===== config.mk =====
export PLATFORM = sky130hd
export DESIGN_NAME = mips_mc_controller_hs
export DESIGN_NICKNAME = d
export VERILOG_FILES = /design/src/rtl/mips_ctrl_pkg.sv /design/src/rtl/mips_mc_controller_hs_timer.sv /design/src/rtl/mips_mc_controller_hs.sv
export SDC_FILE = /design/constraint.sdc
export NUM_CORES = 1
export LEC_CHECK = 0
export CAP_MARGIN = 20
export CORE_MARGIN = 2
export CORE_UTILIZATION = 53
export CTS_BUF_LIST = sky130_fd_sc_hd__clkbuf_8
export DETAILED_ROUTE_END_ITERATION = 12
export HOLD_SLACK_MARGIN = 0.05
export PLACE_DENSITY_LB_ADDON = 0.15
export SKIP_LAST_GASP = 1
export SLEW_MARGIN = 15
export SYNTH_ARGS = -nofsm -noshare
export SYNTH_HDL_FRONTEND = slang
export SYNTH_HIERARCHICAL = 1
export SYNTH_SLANG_ARGS = --single-unit

===== constraint.sdc =====
create_clock -name clk -period 7.15 [get_ports clk]
set_clock_uncertainty 0.05 [all_clocks]
set_input_delay 1.43 -clock clk [delete_from_list [all_inputs] [get_ports clk]]
set_output_delay 1.43 -clock clk [all_outputs]
set_load 0.02 [all_outputs]

===== src/rtl/mips_ctrl_pkg.sv =====
// Shared encodings for the multicycle MIPS controller: opcodes, FSM states,
// ALU operation codes and datapath mux selects.
package mips_ctrl_pkg;

    localparam logic [5:0] OP_RTYPE = 6'b000000;
    localparam logic [5:0] OP_J     = 6'b000010;
    localparam logic [5:0] OP_BEQ   = 6'b000100;
    localparam logic [5:0] OP_BNE   = 6'b000101;
    localparam logic [5:0] OP_ADDI  = 6'b001000;
    localparam logic [5:0] OP_LB    = 6'b100000;
    localparam logic [5:0] OP_LW    = 6'b100011;
    localparam logic [5:0] OP_LBU   = 6'b100100;
    localparam logic [5:0] OP_SB    = 6'b101000;
    localparam logic [5:0] OP_SW    = 6'b101011;
    localparam logic [5:0] OP_HALT  = 6'b111111;

    typedef enum logic [3:0] {
        S_RESET     = 4'd0,
        S_FETCH     = 4'd1,
        S_DECODE    = 4'd2,
        S_MEM_ADDR  = 4'd3,
        S_MEM_READ  = 4'd4,
        S_MEM_WB    = 4'd5,
        S_MEM_WRITE = 4'd6,
        S_RTYPE_EX  = 4'd7,
        S_RTYPE_WB  = 4'd8,
        S_IMM_EX    = 4'd9,
        S_IMM_WB    = 4'd10,
        S_BRANCH    = 4'd11,
        S_JUMP      = 4'd12,
        S_HALT      = 4'd13,
        S_TRAP      = 4'd14
    } state_t;

    localparam logic [1:0] ALU_ADD   = 2'd0;
    localparam logic [1:0] ALU_SUB   = 2'd1;
    localparam logic [1:0] ALU_FUNCT = 2'd2;

    localparam logic [1:0] MM_WORD  = 2'b00;
    localparam logic [1:0] MM_SBYTE = 2'b01;
    localparam logic [1:0] MM_UBYTE = 2'b10;

    localparam logic [1:0] PCSRC_ALU    = 2'b00;
    localparam logic [1:0] PCSRC_ALUOUT = 2'b01;
    localparam logic [1:0] PCSRC_JUMP   = 2'b10;

    localparam logic [1:0] SRCB_B     = 2'b00;
    localparam logic [1:0] SRCB_FOUR  = 2'b01;
    localparam logic [1:0] SRCB_IMM   = 2'b10;
    localparam logic [1:0] SRCB_IMMSH = 2'b11;

    localparam logic CAUSE_ILLEGAL = 1'b0;
    localparam logic CAUSE_TIMEOUT = 1'b1;

    function automatic logic is_store(input logic [5:0] op);
        return (op == OP_SW) || (op == OP_SB);
    endfunction

    // Byte ops of either direction use the signed-byte lane mode.
    function automatic logic [1:0] mem_mode_of(input logic [5:0] op);
        logic [1:0] mode;
        mode = MM_WORD;
        if ((op == OP_LB) || (op == OP_SB)) begin
            mode = MM_SBYTE;
        end else if (op == OP_LBU) begin
            mode = MM_UBYTE;
        end
        return mode;
    endfunction

endpackage


===== src/rtl/mips_mc_controller_hs_timer.sv =====
// Wait-state counter for memory handshakes; flags a timeout when an access
// has waited WAIT_LIMIT cycles and mem_ready is still low.
module mips_mem_wait_timer #(
    parameter int WAIT_LIMIT = 16,
    parameter int WCNT_W     = 5
) (
    input  logic clk,
    input  logic reset,
    input  logic active,
    input  logic start,
    input  logic mem_ready,
    output logic timeout
);

    localparam logic [WCNT_W-1:0] CNT_MAX = '1;

    logic [WCNT_W-1:0] cnt_reg;
    logic [WCNT_W-1:0] cnt_next;

    // Saturate instead of wrapping so an unbounded wait never aliases to a small count.
    always_comb begin
        cnt_next = cnt_reg;
        if (start || mem_ready || !active) begin
            cnt_next = '0;
        end else if (cnt_reg != CNT_MAX) begin
            cnt_next = cnt_reg + 1'b1;
        end
    end

    always_ff @(posedge clk) begin
        if (reset) begin
            cnt_reg <= '0;
        end else begin
            cnt_reg <= cnt_next;
        end
    end

    generate
        if (WAIT_LIMIT > 0) begin : g_limit
            localparam logic [WCNT_W-1:0] LIMIT = WCNT_W'(WAIT_LIMIT);
            assign timeout = active && !mem_ready && (cnt_reg == LIMIT);
        end else begin : g_no_limit
            assign timeout = 1'b0;
        end
    endgenerate

endmodule


===== src/rtl/mips_mc_controller_hs.sv =====
// Multicycle MIPS main controller with memory request/ready handshake,
// wait-state timeout, HALT and illegal-opcode trap.
module mips_mc_controller_hs
    import mips_ctrl_pkg::*;
#(
    parameter int ALUOP_W    = 6,
    parameter int WAIT_LIMIT = 16,
    parameter int WCNT_W     = 5
) (
    input  logic               clk,
    input  logic               reset,
    input  logic [5:0]         op,
    input  logic               mem_ready,
    output logic               mem_req,
    output logic               MemWrite,
    output logic [1:0]         MemMode,
    output logic               PCWriteCond,
    output logic               BranchNe,
    output logic               PCWrite,
    output logic [1:0]         PCSource,
    output logic               IorD,
    output logic               MemToReg,
    output logic               IRWrite,
    output logic               RegWrite,
    output logic               RegDst,
    output logic               ALUSrcA,
    output logic [1:0]         ALUSrcB,
    output logic [ALUOP_W-1:0] ALUOP,
    output logic               halted,
    output logic               trap,
    output logic               trap_cause
);

    state_t state_reg;
    state_t state_next;
    logic   cause_reg;
    logic   cause_next;
    logic   mem_state;
    logic   mem_entry;
    logic   timeout;

    assign mem_state = (state_reg == S_FETCH) || (state_reg == S_MEM_READ) ||
                       (state_reg == S_MEM_WRITE);
    assign mem_entry = ((state_next == S_FETCH) || (state_next == S_MEM_READ) ||
                        (state_next == S_MEM_WRITE)) && (state_next != state_reg);

    mips_mem_wait_timer #(
        .WAIT_LIMIT (WAIT_LIMIT),
        .WCNT_W     (WCNT_W)
    ) u_timer (
        .clk       (clk),
        .reset     (reset),
        .active    (mem_state),
        .start     (mem_entry),
        .mem_ready (mem_ready),
        .timeout   (timeout)
    );

    always_ff @(posedge clk) begin
        if (reset) begin
            state_reg <= S_RESET;
            cause_reg <= CAUSE_ILLEGAL;
        end else begin
            state_reg <= state_next;
            cause_reg <= cause_next;
        end
    end

    // Next state; mem_ready has priority over the timeout in every memory state.
    always_comb begin
        state_next = state_reg;
        cause_next = cause_reg;
        case (state_reg)
            S_RESET: state_next = S_FETCH;
            S_FETCH: begin
                if (mem_ready) begin
                    state_next = S_DECODE;
                end else if (timeout) begin
                    state_next = S_TRAP;
                    cause_next = CAUSE_TIMEOUT;
                end
            end
            S_DECODE: begin
                case (op)
                    OP_LW, OP_LB, OP_LBU, OP_SW, OP_SB: state_next = S_MEM_ADDR;
                    OP_RTYPE:                           state_next = S_RTYPE_EX;
                    OP_ADDI:                            state_next = S_IMM_EX;
                    OP_BEQ, OP_BNE:                     state_next = S_BRANCH;
                    OP_J:                               state_next = S_JUMP;
                    OP_HALT:                            state_next = S_HALT;
                    default: begin
                        state_next = S_TRAP;
                        cause_next = CAUSE_ILLEGAL;
                    end
                endcase
            end
            S_MEM_ADDR: state_next = is_store(op) ? S_MEM_WRITE : S_MEM_READ;
            S_MEM_READ: begin
                if (mem_ready) begin
                    state_next = S_MEM_WB;
                end else if (timeout) begin
                    state_next = S_TRAP;
                    cause_next = CAUSE_TIMEOUT;
                end
            end
            S_MEM_WB:   state_next = S_FETCH;
            S_MEM_WRITE: begin
                if (mem_ready) begin
                    state_next = S_FETCH;
                end else if (timeout) begin
                    state_next = S_TRAP;
                    cause_next = CAUSE_TIMEOUT;
                end
            end
            S_RTYPE_EX: state_next = S_RTYPE_WB;
            S_RTYPE_WB: state_next = S_FETCH;
            S_IMM_EX:   state_next = S_IMM_WB;
            S_IMM_WB:   state_next = S_FETCH;
            S_BRANCH:   state_next = S_FETCH;
            S_JUMP:     state_next = S_FETCH;
            S_HALT:     state_next = S_HALT;
            S_TRAP:     state_next = S_TRAP;
            default:    state_next = S_RESET;
        endcase
    end

    always_comb begin
        mem_req     = 1'b0;
        MemWrite    = 1'b0;
        MemMode     = MM_WORD;
        PCWriteCond = 1'b0;
        BranchNe    = 1'b0;
        PCWrite     = 1'b0;
        PCSource    = PCSRC_ALU;
        IorD        = 1'b0;
        MemToReg    = 1'b0;
        IRWrite     = 1'b0;
        RegWrite    = 1'b0;
        RegDst      = 1'b0;
        ALUSrcA     = 1'b0;
        ALUSrcB     = SRCB_B;
        ALUOP       = ALUOP_W'(ALU_ADD);
        halted      = 1'b0;
        trap        = 1'b0;
        case (state_reg)
            S_FETCH: begin
                mem_req = 1'b1;
                ALUSrcB = SRCB_FOUR;
                IRWrite = mem_ready;
                PCWrite = mem_ready;
            end
            S_DECODE: ALUSrcB = SRCB_IMMSH;
            S_MEM_ADDR, S_IMM_EX: begin
                ALUSrcA = 1'b1;
                ALUSrcB = SRCB_IMM;
                ALUOP   = ALUOP_W'(ALU_ADD);
            end
            S_MEM_READ: begin
                mem_req = 1'b1;
                IorD    = 1'b1;
                MemMode = mem_mode_of(op);
            end
            S_MEM_WB: begin
                MemToReg = 1'b1;
                RegWrite = 1'b1;
            end
            S_MEM_WRITE: begin
                mem_req  = 1'b1;
                IorD     = 1'b1;
                MemWrite = 1'b1;
                MemMode  = mem_mode_of(op);
            end
            S_RTYPE_EX: begin
                ALUSrcA = 1'b1;
                ALUSrcB = SRCB_B;
                ALUOP   = ALUOP_W'(ALU_FUNCT);
            end
            S_RTYPE_WB: begin
                RegWrite = 1'b1;
                RegDst   = 1'b1;
            end
            S_IMM_WB: RegWrite = 1'b1;
            S_BRANCH: begin
                ALUSrcA     = 1'b1;
                ALUSrcB     = SRCB_B;
                ALUOP       = ALUOP_W'(ALU_SUB);
                PCWriteCond = 1'b1;
                PCSource    = PCSRC_ALUOUT;
                BranchNe    = (op == OP_BNE);
            end
            S_JUMP: begin
                PCWrite  = 1'b1;
                PCSource = PCSRC_JUMP;
            end
            S_HALT:  halted = 1'b1;
            S_TRAP:  trap = 1'b1;
            default: ;
        endcase
    end

    assign trap_cause = cause_reg;

endmodule


== Yosys cells after proc, flatten, opt, wreduce, memory -nomap -nowiden ==
Cells that the tools add are included.

* Word-level logic and storage cells: 94
* Input port bits: 9
* Output and inout port bits: 26
* Register bits: 10

* Multiplexer cells: 30
* Reduce and logical (&&, ||, !) cells: 27
* Equal/unequal tests: 33
* Add/subtract/negate cells: 1

{| class="wikitable"
|+ Operator list
! operator !! number
|-
| 4-bit one-hot mux with 10 select lines || 1
|-
| 6-bit == test (second input constant) || 6
|-
| 4-bit == test (second input constant) || 7
|-
| 4-bit by 3-bit == test with 1-bit output (second input constant) || 6
|-
| 4-bit one-hot mux with 6 select lines || 1
|-
| 4-bit two-way mux || 4
|-
| 1-bit two-way mux || 15
|-
| 6-bit by 3-bit == test with 1-bit output (second input constant) || 2
|-
| 11-bit OR reduction || 1
|-
| 4-bit by 1-bit == test with 1-bit output (second input constant) || 2
|-
| 4-bit by 2-bit == test with 1-bit output (second input constant) || 2
|-
| 1-bit logical OR || 8
|-
| 2-bit two-way mux || 4
|-
| 2-bit one-hot mux with 2 select lines || 2
|-
| 2-bit OR reduction || 4
|-
| 6-bit by 2-bit == test with 1-bit output (second input constant) || 1
|-
| 6-bit by 4-bit == test with 1-bit output (second input constant) || 1
|-
| 6-bit logical NOT || 1
|-
| 2-bit one-hot mux with 3 select lines || 1
|-
| 3-bit OR reduction || 2
|-
| 6-bit OR reduction || 1
|-
| 5-bit by 1-bit adder with 5-bit output (second input constant) || 1
|-
| 5-bit == test (second input constant) || 1
|-
| 5-bit != test (second input constant) || 1
|-
| other kinds (11) || 16
|}

== Longest topological paths before layout ==
* Depth in word-level cells: 15
* Mapped depth: 14
* Mapped depth without buffers: 13

== Hierarchy ==
Netlist, hierarchy kept.

{| class="wikitable"
|+ By module, submodules not included
! module !! area an instance (sq um) !! seq. area each (sq um) !! times used !! cells an instance
|-
| mips_mc_controller_hs || 945.9 || 100.1 || 1 || 141
|-
| mips_mem_wait_timer || 266.5 || 100.1 || 1 || 27
|}

== Worst setup path after synthesis ==
OpenSTA, ideal clock, no wires.

* Path type: input to output
* From: input port op[0]
* To: output port MemMode[1]
* Cell stages on the path: 4
* Path buffers: 1
* Arrival time: 2321 ps
* Required time: 5670 ps
* Setup slack: 3349 ps
* Cell sequence: clkbuf_1 -> nor3_1 -> nand3_1 -> nor2b_1

* Cells in the longest elaborated chain, start to end: 4
* Elaborated cells between the ends (all ways): 7
* Those cells by class: eq/ne (3); mux (3); reduce/logical (1)

{| class="wikitable"
|+ RTL lines
! what !! RTL line !! text
|-
| start, declared || mips_mc_controller_hs.sv:12 || <nowiki>input logic [5:0] op,</nowiki>
|-
| 6-bit == test (on tied branches) || mips_ctrl_pkg.sv:65, mips_ctrl_pkg.sv:63 ||
|-
| 2-bit two-way mux or 1-bit logical OR (tied branches) || mips_ctrl_pkg.sv:65, mips_ctrl_pkg.sv:63 ||
|-
| 2-bit two-way mux * || mips_ctrl_pkg.sv:63 || <nowiki>if ((op == OP_LB) || (op == OP_SB)) begin</nowiki>
|-
| 2-bit two-way mux * || -- ||
|-
| end, declared || mips_mc_controller_hs.sv:16 || <nowiki>output logic [1:0] MemMode,</nowiki>
|}

Every way passes the cells marked *; elsewhere a longest branch is shown, timed or not.

== Final worst setup path ==
* From: input port op[1]
* To: output port MemMode[1]

The elaborated chain is that of the path after synthesis.

==> results.json <==
{
  "status": "finished clean",
  "clk_latency_ps": 240,
  "routed_via_density": 5.73,
  "antenna_found_initial": 0,
  "tightest_slew_ps": 756,
  "end_kind": "output port",
  "ys_warn_count": 6,
  "tritoncts": "built",
  "startpoint_type": "primary input",
  "path_max_fanout": 10,
  "stdcell_count": 214,
  "initial_core_util_pct": 55.3,
  "dp_hpwl_um": 2360,
  "fp-row-count": 17,
  "synth.avg_cell_area_um2": 7.22,
  "multi_input_area_um2": 888,
  "n_antenna_cell": 0,
  "cts_made_buffers": 3,
  "cts_buffer_depth": 2,
  "drive_gt1_share_pct": 6.99,
  "p_per_area_nw_per_um2": 165,
  "wl_um": 3000,
  "grt_pass1_vias": 1131,
  "largest_reg_flops": 5,
  "synth_cells": 168,
  "port_buffers": 30,
  "ys_seq_area_share_pct": 16.5,
  "setup_viol_count_final": 0,
  "core-area_um2": 2190,
  "finalHoldViolCount": 0,
  "drt-wirelength-per-cell_um": 14.0,
  "max_stage_delay_ps": 610,
  "dpl_cell_area_um2": 1450,
  "slew_viol_final": 0,
  "max_cap_viol_count": 0,
  "layout.nets": 199,
  "grt_start_max_net_pins": 22,
  "gp_congestion": 0.860,
  "dieWidth_um": 51.8,
  "clkTransAtPathRegs_ps": 50,
  "nFillCells": 187,
  "crit_buf_inv": 2,
  "grt_use_total_pct": 24.7,
  "cts_sinks": 10,
  "synth-async-reset-ratio_pct": 0,
  "globalRoute.totalOverflow": 0,
  "grt_pass1_wl_um": 4950,
  "synth_edf_count": 0,
  "worstPathRequired_ps": 5670,
  "root_buffer": "clkbuf_8",
  "drtIter0Drc": 21,
  "ys_seq_elements": 10,
  "ys_types": 56,
  "dieArea_um2": 2690,
  "fin_setup_tns_ps": 0,
  "synth_top_flop_cell": "dfxtp_1",
  "critical_path.top_delay_family": "buffers and inverters",
  "rsz0062_at_grt": "false",
  "die_h_um": 51.8,
  "slew_headroom_pct": 49.1,
  "fmax_mhz": 211,
  "firstDrtPassIters": 4,
  "crit_slowest_cell": "clkdlybuf4s50_1",
  "cp.arrival_ps": 3270,
  "postRouteAntennaNets": 0,
  "cellLeakagePower_uw": 0.000573,
  "syn_to_final_growth_pct": 24.1,
  "syn_area_um2": 1210,
  "period_share_pct": 66.4,
  "cts_resized": 0,
  "hold_buffers": 0,
  "crit_chain": "clkdlybuf4s50_1, nor3_1, nand3_1, nor2b_1, clkdlybuf4s50_1",
  "hp-class": "reg2reg",
  "post_cts.repair.setup_buffers": 0,
  "htree_levels": 1,
  "min_period_ps": 4750,
  "io_pins": 35,
  "final_util_pct": 68.7,
  "register_area_um2": 200,
  "crit_top_cell": "clkdlybuf4s50_1",
  "critical_path_class": "in2out",
  "vias": 1227,
  "dp.cells": 210,
  "stdcell_area_um2": 1510,
  "irDropWorstVdd_v": 0.000168,
  "drc": 0
}
## layer usage
layer | up-vias | GRT usage, % | wire (um)
met5 | - | 0 | 0
met4 | 0 | 6.58 | 31
met3 | 5 | 5.17 | 74
li1 | 625 | - | -
met1 | 577 | 32.0 | 1420
met2 | 20 | 41.4 | 1480
## Yosys cell counts (all sizes together) (2+ instances only)
master	instances	area, um^2
nor3	8	40.0
o21ai	8	40.0
nor4	3	18.8
nand2b	6	45.0
a21boi	2	15.0
nor2	20	75.1
ha	3	37.5
nor2b	15	93.8
clkbuf	5	18.8
nand3	3	15.0
dfxtp	10	200
mux2i	2	20.0
nand2	9	33.8
xor2	3	26.3
a21oi	7	35.0
buf	14	90.1
a21o	2	15.0
and4b	2	23.8
xnor2	2	17.5
o21a	3	22.5
nor4b	2	23.8
and3	4	25.0
a311oi	2	23.8
inv	7	26.3
a211oi	3	32.5
## logic make-up after synthesis
| logic type | share of synthesized area (%) |
|---|---|
| buffers and inverters | 11.1 |
| multiplexers | 1.65 |
| AND/OR/NAND/NOR | 40.1 |
| flip-flops | 16.5 |
| XOR/XNOR | 3.61 |
| other | 0.309 |
| AO/OA/AOI/OAI | 22.7 |
| adder cells (fa/ha/maj) | 3.92 |
## worst paths after layout
check	startpoint	slack [ps]	to	cells after the start
setup / recovery	op[1]	2400	MemMode[1]	5
setup reg to reg	state_reg[0]$_SDFF_PP0_	3260	u_timer/cnt_reg[1]$_SDFFE_PP0P_	13
hold / removal	trap_cause$_SDFFE_PP0P_	500	trap_cause$_SDFFE_PP0P_	2
hold reg to reg	trap_cause$_SDFFE_PP0P_	500	trap_cause$_SDFFE_PP0P_	2
## tightest hold or removal path, delay by kind of cell, from the launching register on
| family | cells | cell delay [ps] |
|---|---|---|
| flops | 1 | 310 |
| compound gates | 2 | 180 |
## layout make-up
cell class | instances | share of cell area (%)
Clock buffer | 4 | 3.66
Inverter | 7 | 1.75
Multi-Input combinational cell | 135 | 59.0
Sequential cell | 10 | 13.3
Tap cell | 28 | 2.33
Timing Repair Buffer | 30 | 20.0
## through the flow
stage | power, uW | hold WS [ps] | setup WS, ps
after CTS | 249 | 499 | 2410
after floorplan | 148 | 440 | 3350
after detailed placement | 177 | 476 | 2420
after global routing | 264 | 554 | 2340
after global placement | 176 | 461 | 2490
final | 249 | 499 | 2400
## where the power goes
group	internal (uW)	leakage, uW	switching (uW)
clock network	48.5	0.0000288	23.3
logic	48.6	0.000463	54.5
registers	59.2	0.0000812	14.4
total	156	0.000573	92.3
## layout by cell type, fill, tap and decap left out, types with 2 or more instances in the layout
cell	count
o21ai_1	3
nand2b_1	5
a21o_1	2
o21ai_0	5
ha_1	3
clkdlybuf4s50_1	30
and3_1	4
xnor2_1	2
mux2i_1	2
a21oi_1	7
nand2_1	9
a211oi_2	2
nor4_1	3
nor2b_1	15
clkbuf_8	4
inv_1	7
nor3_1	8
o21a_1	3
nand3_1	3
conb_1	4
xor2_1	3
nor2_1	20
dfxtp_1	10
No activity file was read; power rests on OpenSTA's default activity.
